**src/rtl/cpu_pkg.sv**
```systemverilog
// Shared definitions for the ALU dispatcher and the external ALU:
// opcode encodings, dispatcher state enum and an opcode legality helper.
// The HALT state only exists when ALU_DISPATCH_TRAP_EN is defined.
package cpu_pkg;

    localparam logic [7:0] OP_SUB = 8'h01;
    localparam logic [7:0] OP_ADD = 8'h03;
    localparam logic [7:0] OP_OR  = 8'h08;
    localparam logic [7:0] OP_AND = 8'h0A;
    localparam logic [7:0] OP_XOR = 8'h0C;

    typedef enum logic [2:0] {
        FETCH_OP,
        FETCH_REG,
        FETCH_IMM,
        EXEC
`ifdef ALU_DISPATCH_TRAP_EN
        , HALT
`endif
    } state_e;

    function automatic logic is_legal_op(input logic [7:0] op);
        return (op == OP_SUB) || (op == OP_ADD) || (op == OP_OR) ||
               (op == OP_AND) || (op == OP_XOR);
    endfunction

endpackage

```
**src/rtl/alu_regfile.sv**
```systemverilog
// NREGS x 8-bit architectural register file: one synchronous write port,
// two combinational read ports (execute operand and debug read).
// All registers clear on asynchronous active-low reset.
module alu_regfile #(
    parameter int NREGS = 8,
    parameter int IW    = $clog2(NREGS)
) (
    input  logic          clk,
    input  logic          rst_n,
    input  logic          we_i,
    input  logic [IW-1:0] waddr_i,
    input  logic [7:0]    wdata_i,
    input  logic [IW-1:0] raddr_a_i,
    output logic [7:0]    rdata_a_o,
    input  logic [IW-1:0] raddr_b_i,
    output logic [7:0]    rdata_b_o
);

    logic [7:0] regs_q [NREGS];

    // Register storage: clear on reset, single write port otherwise.
    always_ff @(posedge clk or negedge rst_n) begin
        if (!rst_n) begin
            for (int i = 0; i < NREGS; i++) begin
                regs_q[i] <= 8'h00;
            end
        end else if (we_i) begin
            regs_q[waddr_i] <= wdata_i;
        end
    end

    // Reads see the pre-edge value, so a write in progress is not forwarded.
    assign rdata_a_o = regs_q[raddr_a_i];
    assign rdata_b_o = regs_q[raddr_b_i];

endmodule

```
**src/rtl/alu_dispatch.sv**
```systemverilog
// Byte-stream instruction dispatcher for an external combinational ALU.
// Instructions are opcode, register index, immediate; EXEC drives the ALU
// and writes its result back into the indexed register.
// Optional feature: define ALU_DISPATCH_TRAP_EN to make illegal
// instructions sticky and halt dispatch until reset.
module alu_dispatch
    import cpu_pkg::*;
#(
    parameter int NREGS = 8
) (
    input  logic                     clk,
    input  logic                     rst_n,
    input  logic                     in_valid,
    input  logic [7:0]               in_data,
    output logic                     in_ready,
    output logic [7:0]               alu_opcode,
    output logic [7:0]               alu_operand_0,
    output logic [7:0]               alu_operand_1,
    input  logic [7:0]               alu_result,
    output logic                     done,
    input  logic [$clog2(NREGS)-1:0] rd_idx,
    output logic [7:0]               rd_data,
    output logic                     illegal
);

    localparam int         IW      = $clog2(NREGS);
    localparam logic [8:0] NREGS_B = 9'(NREGS);

    state_e     state_q, state_d;
    logic [7:0] opcode_q, opcode_d;
    logic [7:0] idx_q, idx_d;
    logic [7:0] imm_q, imm_d;

    logic       accept;
    logic       in_exec;
    logic       exec_legal;
    logic [7:0] exec_operand;

    assign accept     = in_valid && in_ready;
    assign in_exec    = (state_q == EXEC);
    // Index is checked on the full byte so out-of-range values never alias.
    assign exec_legal = is_legal_op(opcode_q) && ({1'b0, idx_q} < NREGS_B);

    alu_regfile #(
        .NREGS (NREGS),
        .IW    (IW)
    ) u_regfile (
        .clk       (clk),
        .rst_n     (rst_n),
        .we_i      (done),
        .waddr_i   (idx_q[IW-1:0]),
        .wdata_i   (alu_result),
        .raddr_a_i (idx_q[IW-1:0]),
        .rdata_a_o (exec_operand),
        .raddr_b_i (rd_idx),
        .rdata_b_o (rd_data)
    );

    // State and latched instruction fields.
    always_ff @(posedge clk or negedge rst_n) begin
        if (!rst_n) begin
            state_q  <= FETCH_OP;
            opcode_q <= 8'h00;
            idx_q    <= 8'h00;
            imm_q    <= 8'h00;
        end else begin
            state_q  <= state_d;
            opcode_q <= opcode_d;
            idx_q    <= idx_d;
            imm_q    <= imm_d;
        end
    end

    // Next-state: advance on each accepted byte, EXEC lasts one cycle.
    always_comb begin
        state_d  = state_q;
        opcode_d = opcode_q;
        idx_d    = idx_q;
        imm_d    = imm_q;
        case (state_q)
            FETCH_OP: begin
                if (accept) begin
                    opcode_d = in_data;
                    state_d  = FETCH_REG;
                end
            end
            FETCH_REG: begin
                if (accept) begin
                    idx_d   = in_data;
                    state_d = FETCH_IMM;
                end
            end
            FETCH_IMM: begin
                if (accept) begin
                    imm_d   = in_data;
                    state_d = EXEC;
                end
            end
            EXEC: begin
`ifdef ALU_DISPATCH_TRAP_EN
                state_d = exec_legal ? FETCH_OP : HALT;
`else
                state_d = FETCH_OP;
`endif
            end
`ifdef ALU_DISPATCH_TRAP_EN
            HALT: begin
                state_d = HALT;
            end
`endif
            default: begin
                state_d = FETCH_OP;
            end
        endcase
    end

    // Outputs: ALU bus is idle (zero) outside EXEC; done/illegal decode EXEC.
    always_comb begin
        in_ready      = (state_q == FETCH_OP) || (state_q == FETCH_REG) ||
                        (state_q == FETCH_IMM);
        alu_opcode    = 8'h00;
        alu_operand_0 = 8'h00;
        alu_operand_1 = 8'h00;
        if (in_exec) begin
            alu_opcode    = opcode_q;
            alu_operand_0 = exec_operand;
            alu_operand_1 = imm_q;
        end
        done = in_exec && exec_legal;
`ifdef ALU_DISPATCH_TRAP_EN
        illegal = (in_exec && !exec_legal) || (state_q == HALT);
`else
        illegal = in_exec && !exec_legal;
`endif
    end

endmodule
```
**config.mk**
```make
export PLATFORM = sky130hd
export DESIGN_NAME = alu_dispatch
export DESIGN_NICKNAME = d
export VERILOG_FILES = /design/src/rtl/cpu_pkg.sv /design/src/rtl/alu_regfile.sv /design/src/rtl/alu_dispatch.sv
export SDC_FILE = /design/constraint.sdc
export NUM_CORES = 1
export LEC_CHECK = 0
export BUFFER_PORTS_ARGS = -buffer_cell sky130_fd_sc_hd__buf_2
export CORE_MARGIN = 2
export CORE_UTILIZATION = 50
export CTS_CLUSTER_DIAMETER = 150
export DETAILED_ROUTE_END_ITERATION = 7
export PLACE_DENSITY = 0.7
export SYNTH_ARGS = -nofsm -noshare
export SYNTH_HDL_FRONTEND = slang
export SYNTH_SLANG_ARGS = --single-unit
```
**constraint.sdc**
```tcl
create_clock -name clk -period 2.4 [get_ports clk]
set_input_delay 0.24 -clock clk [delete_from_list [all_inputs] [get_ports clk]]
set_output_delay 0.24 -clock clk [all_outputs]
set_load 0.005 [all_outputs]
```
* Word level (Yosys, flattened, before mapping) *
Index checks and enable logic that the tools add are counted.

cells by class
  multiplexer cells = 16
  bitwise gates (word level) = 2
  shift-type cells = 0
  reductions and logical operators = 17
  eq/ne operators = 11
  divide/modulo/power cells = 0
  order comparisons = 4
  $mul = 0
  $add $sub $neg = 0

operators by type and width
  kind                                                                  number
  64-bit bitwise mux                                                    1
  8-bit 2-to-1 mux                                                      8
  8-bit binary-select mux with 3-bit select                             2
  8-bit demux with 3-bit select                                         1
  8-bit by 4-bit == test with 1-bit output, second input constant       3
  3-bit 2-to-1 mux                                                      3
  3-bit case mux with 3 select lines                                    1
  8-bit by 1-bit == test with 1-bit output, second input constant       1
  8-bit by 2-bit == test with 1-bit output, second input constant       1
  4-bit greater-or-equal comparator, second input constant              2
  8-bit by 4-bit < comparator with 1-bit output, second input constant  1
  3-bit inverter with 4-bit output                                      2
  3-bit by 2-bit == test with 1-bit output, second input constant       2
  1-bit logical OR                                                      6
  2-bit inequality test, second input constant                          3
  2-bit AND reduction                                                   3
  1-bit logical AND                                                     5
  4-bit by 1-bit < comparator with 1-bit output, second input constant  1
  3-bit by 1-bit == test with 1-bit output, second input constant       1
  3-bit logical NOT                                                     1
  3-bit AND reduction                                                   1
  1-bit logical NOT                                                     1

storage, ports and cells
  logic and storage cells = 62
  memory bits (writable) = 0
  flip-flop bits (word level) = 91
  input bits = 22
  memories = 0
  memory bits (read-only) = 0
  bits in latches = 0
  output and inout bits = 35

* Longest topological paths before layout *
  depth after elaboration = 8
  gate-level depth with buffers = 6

* Modules after synthesis *
A second synthesis with hierarchy kept.

unflattened totals
  cells, all modules = 304
  area total of the unflattened synthesis = 4904.7 um2

modules (own cells, without submodules)
  module        sequential area each (um2)  area each (um2)  cells each  times used
  alu_regfile   1601.5                      3539.6           201         1
  alu_dispatch  650.6                       1365.1           103         1

* Least setup slack after synthesis *
OpenSTA, ideal clock, no wires.

  path kind = input to output
  from = input rd_idx[0]
  to = output rd_data[0]
  data arrival time = 1746 ps
  path buffers = 2
  setup slack = 414 ps
  stages = 4
  cell sequence = clkbuf_1 buf_2 mux4_2 mux2_2

on the way
  longest elaborated chain between the ends = 4

ends and longest elaborated chain
  what                                                    line                source
  start: declaration                                      alu_dispatch.sv:21  input logic [$clog2(NREGS)-1:0] rd_idx,
  3-bit inverter with 4-bit output (implied by the code)  alu_regfile.sv:34   assign rdata_b_o = regs_q[raddr_b_i];
  8-bit binary-select mux with 3-bit select               alu_regfile.sv:34
  8-bit 2-to-1 mux (implied by the code) (2 in a row)     alu_regfile.sv:34
  end: declaration                                        alu_dispatch.sv:22  output logic [7:0] rd_data,

No other way between the ends. The select of a mux whose other input is x is not followed.

* Worst setup path after layout *
  from = register idx_q[0]
  to = output alu_operand_0[0]

on the way
  longest elaborated chain between the ends = 5

ends and longest elaborated chain
  what                                                    line                 source
  start: declaration                                      alu_dispatch.sv:31   logic [7:0] idx_q, idx_d;
  start signal: assignment                                alu_dispatch.sv:69   idx_q <= idx_d;
  3-bit inverter with 4-bit output (implied by the code)  alu_regfile.sv:33    assign rdata_a_o = regs_q[raddr_a_i];
  8-bit binary-select mux with 3-bit select               alu_regfile.sv:33
  8-bit 2-to-1 mux (implied by the code) (2 in a row)     alu_regfile.sv:33
  8-bit 2-to-1 mux                                        alu_dispatch.sv:124  if (in_exec) begin
  end: declaration                                        alu_dispatch.sv:17   output logic [7:0] alu_operand_0,

No other way between the ends. The select of a mux whose other input is x is not followed.

==> reports/qor.csv <==
stage,metric,value,unit
run_status,status,finished clean,
timing,worst_pin_slew,538.3,ps
die,die_x,100.3,um
setup_path,path_max_fanout,9,
die,die-area,10060,sq um
synth,yosys-mux-area-fraction,0.3132,
clock_tree,clk_root_buffer_cell,clkbuf_8,
grt,grt_pass1_vias,3257,
layout,layout-drive-gt1-share,0.5486,
timing,tns,0,ps
synth,synth-simple-area-share,0.09846,
synth,yosysSeqAreaShare,0.4856,
clock_tree,cts_max_level,3,
grt,grt_overflow_total,0,
synth,synth-warning-count,0,
setup_path,start_kind,flop,
synth,synth_compound_area_frac,0.07257,
synth,syn_avg_cell_area,14.45,sq um
clock_tree,clkTransAtPathRegs,90,ps
synth,synth_top_cell_by_area,dfrtp_1,
hold_path,min_path_cells,2,
setup_path,path_class,flop to output pin,
timing,max_slew_margin,0.6407,
synth,syn_area,4638,sq um
drt,post-route-drc-count,0,
placement,hpwl,7548,um
drt,drt-initial-drc-count,127,
drt,ant_nets,0,
die,core_area,9109,sq um
setup_path,reg2reg_depth,5,
layout,syn_to_final_growth,16.35,%
timing,setup-violations-final,0,
timing,holdWs,154.0,ps
setup_path,r2r_slack,370,ps
drt,wl_per_cell,21.36,um
timing,rsz0062_at_grt,no,
pwr,p_per_area,823.3,nW/um^2
timing,drv_slew,0,
hold_path,hold_class,primary input to flop,
placement,port_buffers,56,
synth,netlist_instances,321,
layout,post-route-util,0.5924,
timing,period_minus_slack,2262,ps
clock_tree,cts_made_buffers,9,
drt,vias_per_cell,6.109,
die,rows,35,
flow_run,maxCapViolCount,0,
setup_path,cpPeakStageDelay,470,ps
synth,synthXorXnorAreaFrac,0,
clock_tree,cts.sinks,90,
layout,seq_area,2256,sq um
placement,place_area,5177,sq um
setup_path,end_kind,output pin,
synth,synth_top_family_by_area,multiplexers,
timing,skew,8.338,ps
setup_path,cp_slowest_cell,dfrtp_2,
clock_tree,clk_latency,350,ps
synth,yosysUniqueCellTypes,30,
pwr,leakage,2.620,nW
synth,ys_ff_latch,90,
setup_path,cp.required,2160,ps
drt,wl,10940,um
layout,antenna_cells,0,
grt,antenna_found_initial,0,
synth,syn-num-nets,348,
clock_tree,postCtsSetupBuffers,0,
synth,synth_top_area_frac,0.4856,
synth,synthTopCellsByArea,"dfrtp_1, mux2_2, mux4_2, nor4b_4, a22oi_1",
grt,grtUsageTotal,0.2303,
pwr,ir_drop,0.6129,mV
setup_path,reg2reg_from,idx_q[7],
hold_path,holdPathEnd,idx_q[7],
die,die-height,100.3,um
clock_tree,cts_tree,yes,
clock_tree,max-clock-path-buffers,2,
die,ios,57,
layout,multi_input_area,2316,sq um
layout,final_nets,423,
grt,grt_max_degree,38,
timing,period_share,0.9424,
setup_path,path_cells,and3b_2 > buf_4 > a22o_1 > a221oi_1 > a31oi_1 > buf_2,
timing,fmax,442.1,MHz
synth,synth_fa_ha_area_frac,0.01349,
layout,fillers,761,
drt,routed-via-count,3128,
drt,first_pass_iters,5,
setup_path,regToRegEndpoint,u_regfile.regs_q[5],
hold_path,min_from,in_data[7],
grt,grt_pass1_wl,17420,um
timing,hold_viol,0,
placement,routabilityCongestion,0.8562,
layout,postLayoutCellArea,5396,sq um
setup_path,worstPathArrival,2020,ps
die,start_util,0.5092,
==> critical path, delay by kind of cell, from the launching register on <==
family / cells / cell delay [ps]
compound gates: 3 / 570
flops: 1 / 470
buf+inv: 2 / 340
simple gates: 1 / 300
==> flip-flops by register name, indices dropped and copies added, names as in the netlist <==
register and count:
idx_q 8, state_q 2, u_regfile.regs_q 64, opcode_q 8, imm_q 8
==> cells in the final DEF, fill, tap and decap left out, types with 2 or more instances in the layout <==
| master | count |
|---|---|
| nor2_1 | 5 |
| dfrtp_2 | 3 |
| dfrtp_1 | 87 |
| mux4_2 | 16 |
| o21ai_0 | 2 |
| nor3b_2 | 3 |
| buf_2 | 55 |
| buf_4 | 21 |
| ha_1 | 5 |
| a22o_1 | 8 |
| mux2_1 | 6 |
| inv_1 | 5 |
| and2_1 | 15 |
| a221oi_1 | 8 |
| clkinv_4 | 3 |
| nor4b_4 | 8 |
| nor3_1 | 2 |
| clkbuf_8 | 10 |
| a31oi_1 | 8 |
| nand2_1 | 6 |
| clkinv_2 | 2 |
| a21oi_1 | 2 |
| a22oi_1 | 16 |
| mux2_2 | 91 |
==> cells in the mapped netlist <==
cell type,count
mux2_2,91
dfrtp_1,90
a22oi_1,16
mux4_2,16
and2_1,15
a31oi_1,9
a221oi_1,8
a22o_1,8
nor4b_4,8
clkbuf_1,7
mux2_1,6
nand2_1,6
buf_2,5
ha_1,5
inv_1,5
nor2_1,5
nor3b_2,3
a21oi_1,2
and3b_1,2
buf_1,2
nor3_1,2
o21ai_0,2
and3_1,1
nand2_2,1
nand2_4,1
nand2b_1,1
nor2b_1,1
nor3_2,1
nor3b_1,1
nor4_2,1
==> cells by family after synthesis <==
logic type	count (synthesis)
flip-flops	90
adder cells (fa/ha/maj)	5
multiplexers	113
AO/OA/AOI/OAI	45
AND/OR/NAND/NOR	49
buffers and inverters	19
==> timing repair <==
| item | 4_1_cts | 5_1_grt |
|---|---|---|
| setup endpoints to repair | 0 | 2 |
| hold endpoints to repair | 26 | 0 |
| gates resized for setup | 0 | 4 |
| hold buffers | 1 | 0 |
==> worst max path at each step <==
stage	slack (ps)	depth (start not counted)	to	start
3_5_place_dp	350	5	u_regfile.regs_q[5]	opcode_q[4]
4_1_cts	40	6	alu_operand_0[0]	idx_q[2]
6_report	140	6	alu_operand_0[0]	idx_q[0]
2_1_floorplan	410	4	rd_data[0]	rd_idx[0]
5_1_grt	9	6	alu_operand_0[0]	idx_q[0]
3_3_place_gp	370	4	u_regfile.regs_q[5]	idx_q[0]
==> stage by stage <==
| step | total power [mW] | worst slack, ps | cells |
|---|---|---|---|
| CTS | 4.474 | 36.59 | 512 |
| global route | 4.692 | 8.548 | 512 |
| global placement | 3.385 | 372.2 | 495 |
| finish | 4.443 | 138.1 | 512 |
| detailed placement | 3.424 | 349.4 | 495 |
| floorplan | 2.901 | 414.0 | 321 |
==> layer usage <==
layer	share of wire	up-vias	track usage
li1	-	1388	-
met1	0.42	1571	0.3065
met2	0.48	141	0.3727
met3	0.075	28	0.04248
met4	0.025	0	0.09694
met5	0	-	0
==> where the power goes <==
part,switching (mW),internal [mW],total (mW)
combinational,0.754,0.649,1.40
sequential,0.222,1.78,2.00
clock,0.530,0.511,1.04
total,1.51,2.94,4.44
==> final cells by class <==
| type | instances | area share |
|---|---|---|
| clock buffer | 10 | 0.02550 |
| sequential | 90 | 0.4180 |
| inverter | 5 | 0.003478 |
| clock inverter | 6 | 0.01229 |
| timing repair buffer | 78 | 0.08579 |
| multi-input combinational | 212 | 0.4292 |
| tap | 111 | 0.02574 |
(Power assumes the default switching activity.)
